File: src/rtl/serial_add_sequencer_pkg.sv
// ============================================================================
// Module  : serial_add_sequencer_pkg
// Purpose : Shared state encodings for the bit-serial adder sequencer.
// Revision: 1.0 - initial release
// ============================================================================
`default_nettype none

package serial_add_sequencer_pkg;

  typedef enum logic [1:0] {
    ST_IDLE  = 2'd0,
    ST_SHIFT = 2'd1,
    ST_DONE  = 2'd2,
    ST_RSVD  = 2'd3
  } state_e;

endpackage

`default_nettype wire

File: src/rtl/serial_add_sequencer_fulladder.sv
// ============================================================================
// Module  : fulladder
// Purpose : 1-bit full adder cell shared with the ripple-carry adder.
// Revision: 1.0 - initial release
// ============================================================================
`default_nettype none

module fulladder (
  output logic Sum,
  output logic Cout,
  input  logic A,
  input  logic B,
  input  logic Cin
);

  assign Sum  = A ^ B ^ Cin;
  assign Cout = (A & B) | (Cin & (A ^ B));

endmodule

`default_nettype wire

File: src/rtl/serial_add_sequencer.sv
// ============================================================================
// Module  : serial_add_sequencer
// Purpose : Bit-serial adder, LSB-first through one full adder, valid/ready I/O.
// Revision: 1.0 - initial release
// ============================================================================
`default_nettype none

module serial_add_sequencer
  import serial_add_sequencer_pkg::*;
#(
  parameter int WIDTH = 8
) (
  input  logic             Clk,
  input  logic             Rst_n,
  input  logic             In_valid,
  output logic             In_ready,
  input  logic [WIDTH-1:0] A,
  input  logic [WIDTH-1:0] B,
  input  logic             Cin,
  output logic             Out_valid,
  input  logic             Out_ready,
  output logic [WIDTH-1:0] Sum,
  output logic             Cout,
  output logic             Ovf
);

  localparam int             CNT_W = $clog2(WIDTH + 1);
  localparam logic [CNT_W-1:0] LAST  = CNT_W'(WIDTH - 1);

  state_e           state_q, state_d;
  logic [WIDTH-1:0] a_q, a_d;
  logic [WIDTH-1:0] b_q, b_d;
  logic [WIDTH-1:0] sum_q, sum_d;
  logic             carry_q, carry_d;
  logic             c_msb_q, c_msb_d;
  logic [CNT_W-1:0] count_q, count_d;

  logic             fa_sum;
  logic             fa_cout;
  logic [WIDTH-1:0] sum_next;

  fulladder u_fa (
    .Sum  (fa_sum),
    .Cout (fa_cout),
    .A    (a_q[0]),
    .B    (b_q[0]),
    .Cin  (carry_q)
  );

  // New sum bit enters at the MSB; after WIDTH shifts bit 0 has reached position 0.
  if (WIDTH == 1) begin : g_sum_single
    assign sum_next = fa_sum;
  end else begin : g_sum_multi
    assign sum_next = {fa_sum, sum_q[WIDTH-1:1]};
  end

  assign In_ready  = (state_q == ST_IDLE) && Rst_n;
  assign Out_valid = (state_q == ST_DONE);
  assign Sum       = sum_q;
  assign Cout      = carry_q;
  assign Ovf       = c_msb_q ^ carry_q;

  always_comb begin
    state_d = state_q;
    a_d     = a_q;
    b_d     = b_q;
    sum_d   = sum_q;
    carry_d = carry_q;
    c_msb_d = c_msb_q;
    count_d = count_q;
    case (state_q)
      ST_IDLE: begin
        if (In_valid && In_ready) begin
          a_d     = A;
          b_d     = B;
          carry_d = Cin;
          count_d = '0;
          sum_d   = '0;
          state_d = ST_SHIFT;
        end
      end
      ST_SHIFT: begin
        sum_d   = sum_next;
        a_d     = a_q >> 1;
        b_d     = b_q >> 1;
        carry_d = fa_cout;
        if (count_q == LAST) begin
          c_msb_d = carry_q;
          state_d = ST_DONE;
        end else begin
          count_d = count_q + CNT_W'(1);
        end
      end
      ST_DONE: begin
        if (Out_ready) begin
          state_d = ST_IDLE;
        end
      end
      default: state_d = ST_IDLE;
    endcase
  end

  always_ff @(posedge Clk) begin
    if (!Rst_n) begin
      state_q <= ST_IDLE;
      a_q     <= '0;
      b_q     <= '0;
      sum_q   <= '0;
      carry_q <= 1'b0;
      c_msb_q <= 1'b0;
      count_q <= '0;
    end else begin
      state_q <= state_d;
      a_q     <= a_d;
      b_q     <= b_d;
      sum_q   <= sum_d;
      carry_q <= carry_d;
      c_msb_q <= c_msb_d;
      count_q <= count_d;
    end
  end

endmodule

`default_nettype wire

File: config.mk
export PLATFORM = sky130hd
export DESIGN_NAME = serial_add_sequencer
export DESIGN_NICKNAME = d
export VERILOG_FILES = /design/src/rtl/serial_add_sequencer_pkg.sv /design/src/rtl/serial_add_sequencer_fulladder.sv /design/src/rtl/serial_add_sequencer.sv
export SDC_FILE = /design/constraint.sdc
export NUM_CORES = 1
export LEC_CHECK = 0
export BUFFER_PORTS_ARGS = -buffer_cell sky130_fd_sc_hd__buf_2
export CAP_MARGIN = 20
export CORE_ASPECT_RATIO = 0.8
export CORE_MARGIN = 4
export CORE_UTILIZATION = 50
export CTS_CLUSTER_DIAMETER = 120
export DETAILED_ROUTE_END_ITERATION = 7
export PLACE_DENSITY = 0.71
export SETUP_SLACK_MARGIN = 0.1
export SLEW_MARGIN = 20
export SYNTH_ARGS = -nofsm -noshare
export SYNTH_HDL_FRONTEND = slang
export SYNTH_SLANG_ARGS = --single-unit
export TNS_END_PERCENT = 50
File: constraint.sdc
create_clock -name Clk -period 1.6 [get_ports Clk]
set_input_delay 0.24 -clock Clk [delete_from_list [all_inputs] [get_ports Clk]]
set_output_delay 0.24 -clock Clk [all_outputs]
set_load 0.02 [all_outputs]
==> results.yml <==
status:
  outcome: "finished clean"
clocking:
  path_clk_slew_ns: 0.07
  clock_tree.buffer_depth: 2
  postCtsSetupBuffers: 0
  clk-insertion-delay-late_ns: 0.28
  clock_sink_count: 32
  tritoncts: "done"
  cts_inserted_buffers: 5
  cts.htree.levels: 2
  ctsRootBufferMaster: "sky130_fd_sc_hd__clkbuf_8"
synth:
  synth.lib_cells_used.distinct: 31
  syn_area_per_cell_um2: 9.44
  synth_warnings: 0
  mappedNetlistNets: 187
  post_synth_instance_area_um2: 1550
  postSynthCellCount: 164
  library_cell_with_the_largest_summed_area_after_synthesis: "sky130_fd_sc_hd__dfxtp_1"
  ys_top_cells_by_area: "sky130_fd_sc_hd__dfxtp_1 41%, sky130_fd_sc_hd__mux2_2 8.7%, sky130_fd_sc_hd__o311a_1 8.4%"
  sequential_area_share_after_synthesis: 0.414
  synth.top_cell.area_share: 0.414
  ys_ff_latch: 32
worst_setup_path:
  crit_path_max_fanout: 7
  reg2reg_setup_slack_ns: 0.09
  required_ns: 1.79
  timing_worst_setup_path_type: "register to register"
  worstRegToRegCells: 4
  worstSetupStartpointType: "register"
  timing.critical_path.arrival_ns: 1.70
  worst_r2r_startpoint: "state_q[0]$_SDFFE_PN0P_"
  reg2reg_to: "state_q[0]$_SDFFE_PN0P_"
  setup.worst_path.start: "state_q[0]$_SDFFE_PN0P_"
  worst_setup_path_end_kind: "register"
  timing.critical_path.to: "state_q[0]$_SDFFE_PN0P_"
floorplanning:
  placementRows: 17
  io-pin-count: 33
  core_um2: 2850
  initial_core_util: 0.543
  die_x_um: 70.2
  floorplan_die_area_um2: 4060
  die_height_um: 57.8
routing:
  route.antenna.remaining_nets: 0
  drc: 0
  wl_per_cell_um: 14.3
  num_vias: 1330
  finalWirelength_um: 3390
  post_drt_via_cell_ratio: 5.61
  drt_iter0_drc: 107
  firstDrtPassIters: 4
timing:
  timing.setup.tns_ns: 0
  rsz0062_at_grt: "yes"
  worst-slew-pin-transition_ns: 0.396
  slew_violations: 0
  timing.fmax_ghz: 0.664
  clock_skew_ns: 0.00604
  timing.final.crit_period_ns: 1.51
  final-hold-violation-count: 0
  setup_viol: 0
  timing.final.crit_share: 0.941
  slew_headroom: 0.735
finish:
  area_delta_synth_final_pct: 24.8
  layout_common_cells: "32 x sky130_fd_sc_hd__buf_2, 31 x sky130_fd_sc_hd__dfxtp_1, 15 x sky130_fd_sc_hd__nand2_1"
  layout.nets: 221
  final_common_cell: "sky130_fd_sc_hd__buf_2"
  finalCoreUtilization: 0.678
  multi_input_comb_area_um2: 816
  drive_gt1_frac: 0.327
  insertedDiodeCount: 0
  fillerInstances: 238
  area.sequential_um2: 642
power_and_ir_drop:
  ratio_of_total_power_to_cell_area_nw_per_um2: 1030
  swShare: 0.227
  power.clock.fraction: 0.419
  part_of_the_total_power_dissipated_in_sequential_elements: 0.437
  internal_power_mw: 1.54
  static-leakage-power_nw: 0.844
  combPwrFrac: 0.144
  irDropWorstVdd_uv: 561
  net_switching_power_figure_mw: 0.452
min_path:
  hold_path.class: "input pin to register"
placement:
  hpwl_um: 2320
  gpl.final_weighted_congestion: 0.751
  placement.io_buffers: 32
global_routing:
  first_pass_grt_wire_length_um: 5600
  maximum_number_of_pins_on_one_net_before_global_route_repair: 34
  grt_antenna_before_repair: 0
  globalRouteOverflowTotal: 0
  grt_util_all_layers: 0.173
  first_global_vias: 1295
job:
  maxCapViolCount: 0
-- per-layer routing --
metal | part of all wire | up-vias | GRT usage
li1 | - | 663 | -
met1 | 0.47 | 615 | 0.218
met2 | 0.45 | 45 | 0.264
met3 | 0.065 | 7 | 0.0572
met4 | 0.017 | 0 | 0.0902
met5 | 0 | - | 0
-- synthesized netlist by cell type, drive strengths merged --
cell type	number
a21oi	11
mux2	12
nor2b	3
fa	1
o311a	13
buf	7
o311ai	2
a31oi	2
xor2	1
o21a	2
or4b	1
o21ai	2
nand2	15
nand4bb	1
ha	1
o21bai	12
clkbuf	8
nand2b	5
mux2i	6
nor2	4
inv	6
a211oi	2
nand3	12
nand3b	1
nor3	1
dfxtp	32
o211ai	1
-- logic make-up after synthesis --
| kind of cell | Yosys count | share of synthesized area |
|---|---|---|
| AO/OA/AOI/OAI | 47 | 0.230 |
| AND/OR/NAND/NOR | 43 | 0.141 |
| flip-flops | 32 | 0.414 |
| buffers and inverters | 21 | 0.0622 |
| multiplexers | 18 | 0.126 |
| adder cells (fa/ha/maj) | 2 | 0.0210 |
| XOR/XNOR | 1 | 0.00566 |
-- power groups by stage --
stage | clock network [mW] | registers, mW | logic, mW
after floorplan | 0 | 0.886 | 0.197
after global placement | 0 | 0.884 | 0.275
after detailed placement | 0 | 0.886 | 0.283
after CTS | 0.849 | 0.868 | 0.285
after global routing | 0.896 | 0.875 | 0.317
final | 0.833 | 0.869 | 0.286
-- sequential cells by signal, indices dropped and copies added, names as in the netlist --
name     cells
a_q          8
Cout         1
b_q          8
c_msb_q      1
count_q      4
Sum          8
state_q      2
-- timing repair --
action | CTS | global route
gates resized for setup | 1 | 4
setup endpoints to repair | 1 | 19
hold buffers | 0 | 0
cloned | 0 | 1
pin swaps | 0 | 0
-- layout make-up --
cell class | count | share of cell area
Inverter | 6 | 0.0117
Sequential cell | 32 | 0.332
Tap cell | 38 | 0.0246
Clock inverter | 1 | 0.0155
Timing Repair Buffer | 42 | 0.144
Multi-Input combinational cell | 111 | 0.422
Clock buffer | 7 | 0.0499
-- metrics by stage --
step / hold slack, ns / cells / power, mW / setup slack, ns / cell area [um2]
2_1_floorplan: 0.384 / 164 / 1.08 / 0.107 / 1550
3_3_place_gp: 0.457 / 228 / 1.16 / 0.165 / 1760
3_5_place_dp: 0.463 / 228 / 1.17 / 0.135 / 1760
4_1_cts: 0.202 / 236 / 2.00 / 0.115 / 1890
5_1_grt: 0.232 / 237 / 2.09 / 0.0667 / 1930
6_report: 0.206 / 237 / 1.99 / 0.0949 / 1930
-- how the worst min path moves through the flow --
stage                     slack (ns)           startpoint  cells past startpoint             endpoint
after global placement          0.46  Sum[7]$_SDFFE_PN0P_                      2  Sum[6]$_SDFFE_PN0P_
after global routing            0.23                 B[0]                      3  b_q[0]$_SDFFE_PN0P_
after floorplan                 0.38                 A[7]                      2  a_q[7]$_SDFFE_PN0P_
after detailed placement        0.46  Sum[1]$_SDFFE_PN0P_                      2  Sum[0]$_SDFFE_PN0P_
after CTS                       0.20                 A[7]                      3  a_q[7]$_SDFFE_PN0P_
final                           0.21                 A[7]                      3  a_q[7]$_SDFFE_PN0P_
-- worst max-delay path: stages, from the launching register on --
cell and delay, ns:
sky130_fd_sc_hd__dfxtp_1 0.37, sky130_fd_sc_hd__buf_4 0.17, sky130_fd_sc_hd__nor2b_1 0.36, sky130_fd_sc_hd__nand2_1 0.21, sky130_fd_sc_hd__a211oi_1 0.30
Note: power is estimated with default switching activity, not from simulation.
